## config.mk

```make
export PLATFORM = sky130hd
export DESIGN_NAME = instr_mem_loadable
export DESIGN_NICKNAME = d
export VERILOG_FILES = /design/src/rtl/imem_pkg.sv /design/src/rtl/imem_load_ctrl.sv /design/src/rtl/instr_mem_loadable.sv
export SDC_FILE = /design/constraint.sdc
export NUM_CORES = 2
export LEC_CHECK = 0
export BUFFER_PORTS_ARGS = -buffer_cell sky130_fd_sc_hd__buf_2
export CAP_MARGIN = 10
export CORE_ASPECT_RATIO = 0.8
export CORE_UTILIZATION = 55
export CTS_CLUSTER_SIZE = 16
export DETAILED_ROUTE_END_ITERATION = 6
export PLACE_DENSITY = 0.71
export SLEW_MARGIN = 20
export SYNTH_ARGS = -nofsm -noshare
export SYNTH_HDL_FRONTEND = slang
export SYNTH_SLANG_ARGS = --single-unit
```

## constraint.sdc

```tcl
create_clock -name clk -period 7.11 [get_ports clk]
set_input_delay 1.422 -clock clk [delete_from_list [all_inputs] [get_ports clk]]
set_output_delay 1.422 -clock clk [all_outputs]
set_load 0.1 [all_outputs]
```

## src/rtl/imem_pkg.sv

```systemverilog
// Shared definitions for the loadable instruction memory.
//   imem_state_e : load FSM states (IDLE = nothing loaded, LOAD, READY)
//   imem_fault_e : fetch fault codes driven on fetch_fault
//   word_idx_w() : width of a word index for a given DEPTH
package imem_pkg;

   typedef enum logic [1:0] {
      ST_IDLE  = 2'd0,
      ST_LOAD  = 2'd1,
      ST_READY = 2'd2
   } imem_state_e;

   typedef enum logic [2:0] {
      FLT_OK       = 3'd0,
      FLT_UNLOADED = 3'd1,
      FLT_MISALIGN = 3'd2,
      FLT_RANGE    = 3'd3,
      FLT_PARITY   = 3'd4
   } imem_fault_e;

   function automatic int word_idx_w(input int depth);
      return (depth <= 2) ? 1 : $clog2(depth);
   endfunction

endpackage

```

## src/rtl/imem_load_ctrl.sv

```systemverilog
// Load controller: program-load FSM and the load_count word counter.
// Ports:
//   clk, rst_n          - clock, async active-low reset
//   load_start          - begin a new load at word 0 (ignored while loading)
//   load_valid/last     - stream handshake qualifiers
//   load_ready          - high only while loading
//   load_count          - number of words in the current program
//   state               - current FSM state (for fetch fault decode)
//   wr_en / wr_idx      - array write strobe and word index
module imem_load_ctrl
   import imem_pkg::*;
#(
   parameter  int DEPTH = 64,
   localparam int CW    = $clog2(DEPTH) + 1,
   localparam int IW    = word_idx_w(DEPTH)
) (
   input  logic          clk,
   input  logic          rst_n,
   input  logic          load_start,
   input  logic          load_valid,
   input  logic          load_last,
   output logic          load_ready,
   output logic [CW-1:0] load_count,
   output imem_state_e   state,
   output logic          wr_en,
   output logic [IW-1:0] wr_idx
);

   imem_state_e   state_q, state_d;
   logic [CW-1:0] count_q;
   logic          hs;
   logic          last_slot;

   assign load_ready = (state_q == ST_LOAD);
   assign hs         = load_valid & load_ready;
   // The word being written fills the array; no room for more.
   assign last_slot  = (count_q == CW'(DEPTH - 1));

   always_ff @(posedge clk or negedge rst_n) begin
      if (!rst_n) state_q <= ST_IDLE;
      else        state_q <= state_d;
   end

   always_comb begin
      state_d = state_q;
      unique case (state_q)
         ST_IDLE, ST_READY: if (load_start) state_d = ST_LOAD;
         ST_LOAD:           if (hs && (load_last || last_slot)) state_d = ST_READY;
         default:           state_d = ST_IDLE;
      endcase
   end

   // Clear on an accepted load_start; load_start inside LOAD does nothing.
   always_ff @(posedge clk or negedge rst_n) begin
      if (!rst_n)                              count_q <= '0;
      else if (state_q != ST_LOAD && load_start) count_q <= '0;
      else if (hs)                             count_q <= count_q + 1'b1;
   end

   assign load_count = count_q;
   assign state      = state_q;
   assign wr_en      = hs;
   assign wr_idx     = count_q[IW-1:0];

endmodule

```

## src/rtl/instr_mem_loadable.sv

```systemverilog
// Runtime-loadable instruction memory for the MIPS + quantum-coprocessor core.
// A program streams in via load_*; fetches are served one cycle after
// acceptance with a fault code. Faulting accesses return NOP_WORD.
// Ports:
//   clk, rst_n                 - clock, async active-low reset
//   load_start/valid/data/last - program load stream; load_ready, load_count out
//   fetch_req, fetch_pc        - fetch request (byte PC); fetch_ready out
//   fetch_valid/instr/fault    - registered fetch response
// Build option: IMEM_PARITY_EN adds an even-parity bit per word, checked on
// every read (fault 4). Without it no parity is stored and fault 4 never occurs.
module instr_mem_loadable
   import imem_pkg::*;
#(
   parameter int              DATA_W   = 32,
   parameter int              ADDR_W   = 32,
   parameter int              DEPTH    = 64,
   parameter logic [DATA_W-1:0] NOP_WORD = 32'h0000_0000,
   localparam int             CW       = $clog2(DEPTH) + 1,
   localparam int             IW       = word_idx_w(DEPTH)
) (
   input  logic              clk,
   input  logic              rst_n,
   input  logic              load_start,
   input  logic              load_valid,
   input  logic [DATA_W-1:0] load_data,
   input  logic              load_last,
   output logic              load_ready,
   output logic [CW-1:0]     load_count,
   input  logic              fetch_req,
   input  logic [ADDR_W-1:0] fetch_pc,
   output logic              fetch_ready,
   output logic              fetch_valid,
   output logic [DATA_W-1:0] fetch_instr,
   output logic [2:0]        fetch_fault
);

   imem_state_e     state;
   logic            wr_en;
   logic [IW-1:0]   wr_idx;

   imem_load_ctrl #(.DEPTH(DEPTH)) u_ctrl (
      .clk        (clk),
      .rst_n      (rst_n),
      .load_start (load_start),
      .load_valid (load_valid),
      .load_last  (load_last),
      .load_ready (load_ready),
      .load_count (load_count),
      .state      (state),
      .wr_en      (wr_en),
      .wr_idx     (wr_idx)
   );

   // Storage (not reset: only words below load_count are ever served)
   logic [DATA_W-1:0] mem [DEPTH];

   always_ff @(posedge clk) begin
      if (wr_en) mem[wr_idx] <= load_data;
   end

`ifdef IMEM_PARITY_EN
   logic par_mem [DEPTH];

   always_ff @(posedge clk) begin
      if (wr_en) par_mem[wr_idx] <= ^load_data;
   end
`endif

   // Fetch decode: sampled in the accepting cycle, so a fetch coinciding
   // with load_start sees the old contents and state.
   logic [ADDR_W-3:0] widx;
   logic [IW-1:0]     ridx;
   logic              in_range;
   logic              accept;
   logic [DATA_W-1:0] rdata;
   imem_fault_e       flt;
   logic [DATA_W-1:0] instr_d;

   assign fetch_ready = (state != ST_LOAD);
   assign accept      = fetch_req & fetch_ready;
   assign widx        = fetch_pc[ADDR_W-1:2];
   assign ridx        = widx[IW-1:0];
   assign in_range    = (widx < (ADDR_W-2)'(load_count));
   assign rdata       = mem[ridx];

   always_comb begin
      flt = FLT_OK;
      if (state == ST_IDLE)          flt = FLT_UNLOADED;
      else if (fetch_pc[1:0] != 2'b0) flt = FLT_MISALIGN;
      else if (!in_range)            flt = FLT_RANGE;
`ifdef IMEM_PARITY_EN
      else if ((^rdata) != par_mem[ridx]) flt = FLT_PARITY;
`endif
      instr_d = (flt == FLT_OK) ? rdata : NOP_WORD;
   end

   // Response stage: valid for exactly one cycle per accepted request;
   // instr/fault hold their last value otherwise.
   always_ff @(posedge clk or negedge rst_n) begin
      if (!rst_n) begin
         fetch_valid <= 1'b0;
         fetch_instr <= NOP_WORD;
         fetch_fault <= FLT_OK;
      end else begin
         fetch_valid <= accept;
         if (accept) begin
            fetch_instr <= instr_d;
            fetch_fault <= flt;
         end
      end
   end

endmodule

```

# Word-level counts from Yosys, hierarchy flattened
# Memories as Yosys holds them, arrays and structs flattened.
# Cells that the tools add are included.
# op_classes
addsub,1
mul,0
div,0
n_lt_le_gt_ge,1
n_eq_ne,6
n_shift,0
mux,11
bitwise_logic,2
n_reduce_logical,9
# op_table
op,count
32-bit two-way mux,1
30-bit by 7-bit < comparator with 1-bit output,1
7-bit two-way mux,2
2-bit two-way mux,5
"7-bit by 1-bit adder with 7-bit output, second input constant",1
"7-bit by 6-bit equality test with 1-bit output, second input constant",1
"2-bit != test, second input constant",2
2-bit case mux with 2 select lines,1
2-bit nonzero test,2
3-bit logical NOT,1
1-bit AND,2
"2-bit by 1-bit equality test with 1-bit output, second input constant",1
"2-bit equality test, second input constant",1
1-bit logical AND,2
2-bit logical NOT,1
1-bit two-way mux,2
"2-bit by 1-bit != test with 1-bit output, second input constant",1
2-bit AND reduction,1
2-bit OR reduction,1
1-bit logical OR,1
# totals
regBits,45
latch_bits,0
ram_bits,2048
rom_bits,0
inputBits,70
output_inout_bits,45
elab_cells,36
memories,1
# mem_list
name,words,word_bits,rd,rd_clocked_by_memory_dff,wr,line_no,source
mem,64,32,1,0,1,instr_mem_loadable.sv:55,logic [DATA_W-1:0] mem [DEPTH];

# Logic depth before layout (Yosys ltp)
# depth
depth_word,6
mapped_depth,11
ltp_nobuf,8

# By module
# From an unflattened synthesis, not the netlist that was laid out.
# hier_totals
cells_unflattened,3750
hier_area_um2,80803.7
# modules_own_cells
module,instances,cells_per_inst,area_per_inst_um2,seq_area_each_um2
instr_mem_loadable,1,3702,80275.7,62374.8
imem_load_ctrl,1,48,528.0,225.2

# Worst setup path before layout
# OpenSTA, ideal clock, no wires.
# synth_path
path_kind,register to register
start,register u_ctrl.state_q[1] (netlist: u_ctrl.state[1])
end,memory mem[11][0] (enable)
setup_time_ps,421
arrival_time_ps,4054
required_time_ps,6689
path_slack_ps,2635
stages_incl_launch_ff,7
path_buffers,0
synth_period_minus_slack_ps,4475
cell_sequence,dfrtp_1 nand2b_1 inv_1 nand2_1 nor2_1 nand3_1 nor2_1
# synth_between
elab_chain_cells,4
# synth_lines
element,line_no,source
start: declaration,imem_load_ctrl.sv:29,"imem_state_e state_q, state_d;"
start signal: assignment,imem_load_ctrl.sv:41,else state_q <= state_d;
2-bit by 1-bit equality test with 1-bit output,imem_load_ctrl.sv:34,assign load_ready = (state_q == ST_LOAD);
net load_ready,instr_mem_loadable.sv:27,"output logic load_ready,"
1-bit AND,imem_load_ctrl.sv:35,assign hs = load_valid & load_ready;
1-bit two-way mux,instr_mem_loadable.sv:58,if (wr_en) mem[wr_idx] <= load_data;
1-bit two-way mux (not written as such),instr_mem_loadable.sv:58,
end: declaration,instr_mem_loadable.sv:55,
# The timed path passes the listed nets, and every way through them passes these cells.

# Worst setup path in the final report
# layout_path
start,input fetch_pc[2]
end,register fetch_instr[0]
# layout_between
elab_chain_cells,6
word_cells_on_any_way,7
classes_between,order compare (1); mux (4); reduce/logical (1); memory (1)
# layout_lines
element,line_no,source
start: declaration,instr_mem_loadable.sv:30,"input logic [ADDR_W-1:0] fetch_pc,"
30-bit by 7-bit < comparator with 1-bit output,instr_mem_loadable.sv:83,assign in_range = (widx < (ADDR_W-2)'(load_count));
2-bit two-way mux,instr_mem_loadable.sv:90,else if (!in_range) flt = FLT_RANGE;
2-bit two-way mux,instr_mem_loadable.sv:89,else if (fetch_pc[1:0] != 2'b0) flt = FLT_MISALIGN;
2-bit two-way mux,instr_mem_loadable.sv:88,if (state == ST_IDLE) flt = FLT_UNLOADED;
3-bit logical NOT,instr_mem_loadable.sv:94,instr_d = (flt == FLT_OK) ? rdata : NOP_WORD;
32-bit two-way mux *,instr_mem_loadable.sv:94,
end signal: assignment,instr_mem_loadable.sv:107,fetch_instr <= instr_d;
end: declaration,instr_mem_loadable.sv:33,"output logic [DATA_W-1:0] fetch_instr,"
# Every way passes the cells marked *; elsewhere a longest branch is shown, timed or not.
# A chain may end at the register's enable or synchronous reset.

==> flow_summary.yaml <==
outcome:
  status: "complete, no violations"
power:
  clockPowerShare_pct: 39.7
  p_sw_share_pct: 22.27
  leakagePower_nw: 28.93
  seqPwrFrac_pct: 54.2
  p_sw_mw: 5.627
  p_int_mw: 19.64
  vdd_drop_max_v: 0.0002642
  p_comb_share_pct: 6.1
  p_per_area_nw_per_um2: 280.4
sta:
  tightestPinTransition_ns: 1.178
  slew_violations: 0
  rsz0062_at_grt: "false"
  setup_viol: 0
  fin_tns_setup_ns: 0
  hold_violations: 0
  maxSlewHeadroom_pct: 21.47
  clock_skew_ns: 0.03044
  period_needed_ns: 4.366
  finalCritPeriodShare_pct: 61.40
  fmax_mhz: 229.1
clocking:
  cts_resized: 0
  numCtsBuffers: 189
  clkTransAtPathRegs_ns: 0.07
  htree_num_levels: 4
  cts_root_buf: "clkbuf_16"
  cts_setup_buffers: 0
  clk_latency_ns: 0.83
  cts_tree: "yes"
  clk_path_buf_depth: 3
  clock-sinks: 2092
  postCtsHoldBufs: 0
die:
  pin_count: 115
  die_x_um: 430.1
  core.rowCount: 125
  core_um2: 145300
  die_h_um: 344.5
  start_util_pct: 55.50
  dieArea_um2: 148200
critical_path:
  reg2reg_depth: 7
  endpoint_kind: "register"
  critPathKind: "input pin to register"
  startpoint_type: "input pin"
  critical_path_arrival_ns: 5.03
  cp_data_required_time_ns: 7.78
  critPathMaxFanout: 76
min_path:
  holdPathStages: 1
  min_path_type: "register to register"
finish:
  nNetsFinal: 4169
  fin_util_pct: 62.02
  area_delta_synth_final_pct: 11.74
  seqCellArea_um2: 62600
  design_area_um2: 90110
  drive_above_1_share_pct: 23.61
  final_cells: 6156
  multi_input_area_um2: 17300
  n_fill_cell: 9692
grt:
  grt_pass1_wl_um: 305300
  grt_pass1_vias: 40300
  grt_antenna_before_repair: 19
  grt.total_usage_pct: 29.65
  overflow: 0
  grt_start_max_net_pins: 123
place:
  dp_hpwl_um: 123300
  place_area_um2: 83930
  dp_cells: 5803
  routabilityCongestion: 0.8641
  port_buffers: 113
detailed_routing:
  drc_errors: 0
  vias: 41610
  route.detailed.wl_per_inst_um: 35.35
  drtIter0Drc: 7302
  ant_nets: 0
  first_pass_iters: 6
  finalWirelength_um: 217600
  via_per_inst: 6.760
synthesis:
  yosysSeqAreaShare_pct: 77.63
  syn-cell-area_um2: 80640
  synth_edf_count: 2048
  synth_most_common_cell: "edfxtp_1"
  synth_common_cells: "2048 x edfxtp_1, 384 x mux4_2, 254 x mux2i_1"
  ys.flop_type: "edfxtp_1"
  syn_nets: 3945
  ys_seq_elements: 2092
  async_flop_share_pct: 2.103
  postSynthCellCount: 3868
  yosys.area.top_type: "edfxtp_1"
  synth_top_area_share_pct: 76.27
  synthDistinctLibCells: 72
  ys_warn_count: 0
  netlist_top_cells_area: "edfxtp_1 76%, mux4_2 11%, mux2i_1 3.2%"
  avgSynthCellArea_um2: 20.85
job:
  drv_cap: 0
-- per-stage QoR --
step                      hold WS (ns)  setup WS, ns  power (mW)
after global routing            0.5011         2.577       25.85
after detailed placement        0.4662         1.919       15.45
after CTS                       0.4808         2.753       25.29
after floorplan                 0.4730         2.635       14.82
final                           0.4806         2.744       25.27
after global placement          0.4637         1.913       15.44
-- layout by cell type (no fill, tap or decap), drive strengths merged, types with 4 or more instances in the layout --
master,instances
o211ai,4
a32o,6
nor2,106
xnor2,4
nand3,81
edfxtp,2048
nand2,195
ha,7
bufinv,14
nor3,16
a32oi,20
a221oi,16
a22o,13
buf,239
a31oi,13
a21oi,46
inv,20
clkbuf,244
a211oi,7
and2,9
o221ai,18
mux4,384
nand2b,8
o22ai,10
o21ai,33
dfrtp,44
mux2i,254
mux2,26
nor2b,14
nor3b,7
a2111oi,14
nand4,25
and3,9
clkinv,80
a221o,6
nor4,10
a222oi,4
a22oi,163
-- cell families after synthesis --
| logic type | after synthesis | synth area share, % |
|---|---|---|
| and+or+nand+nor | 487 | 2.756 |
| other | 1 | 0.004651 |
| buffers and inverters | 220 | 1.617 |
| muxes | 664 | 14.24 |
| AOI/OAI and AO/OA | 393 | 3.597 |
| xor gates and xnor gates | 4 | 0.04344 |
| DFF | 2092 | 77.63 |
| adders and majority gates | 7 | 0.1086 |
-- flip-flops by register name, indices dropped and copies added (netlist names) --
signal,flops
fetch_fault,2
u_ctrl.load_count,7
fetch_valid,1
fetch_instr,32
u_ctrl.state,2
mem,2048
-- path summary, 6_finish.rpt --
kind | start | end | slack (ns)
setup / recovery | fetch_pc[2] | fetch_instr[0]$_DFFE_PN0P_ | 2.74
hold / removal | fetch_fault[1]$_DFFE_PN0P_ | fetch_fault[1]$_DFFE_PN0P_ | 0.48
setup reg to reg | u_ctrl.state[1]$_DFFE_PN0P_ | mem[27][18]$_DFFE_PP_ | 3.06
hold reg to reg | fetch_fault[1]$_DFFE_PN0P_ | fetch_fault[1]$_DFFE_PN0P_ | 0.48
max in group asynchronous | rst_n | fetch_instr[23]$_DFFE_PN0P_ | 5.59
min in group asynchronous | rst_n | fetch_instr[2]$_DFFE_PN0P_ | 0.86
-- metal layers --
metal | vias up | part of all wire (%) | wire length, um | track usage, %
met3 | 362 | 15 | 31630 | 9.914
li1 | 16630 | - | - | -
met4 | 12 | 2.9 | 6333 | 8.765
met2 | 3010 | 44 | 95650 | 42.68
met1 | 21600 | 39 | 83960 | 43.47
met5 | - | 0.035 | 76 | 0
-- area by class of cell --
| type | count | area share [%] |
|---|---|---|
| antenna | 3 | 0.008332 |
| clock inverter | 103 | 1.047 |
| clock buffer | 244 | 5.638 |
| multi-input combinational | 1556 | 19.20 |
| sequential | 2092 | 69.47 |
| inverter | 14 | 0.05832 |
| timing repair buffer | 239 | 1.925 |
| tap | 1905 | 2.645 |
-- worst max-delay path, stage by stage --
cell       delay, ns
buf_8           0.47
buf_12          0.52
and2_1          0.97
a22oi_1         0.26
nand2_1         0.13
o22ai_1         0.12
a2111oi_1       0.83
o221ai_1        0.21
-- power groups by stage --
stage | clock network, mW | logic, mW | registers [mW]
6_report | 10.0 | 1.54 | 13.7
2_1_floorplan | 0 | 0.795 | 14.0
4_1_cts | 10.1 | 1.51 | 13.7
3_5_place_dp | 0 | 1.50 | 14.0
3_3_place_gp | 0 | 1.49 | 13.9
5_1_grt | 10.6 | 1.60 | 13.7
Power figures use the tool's default switching activity.
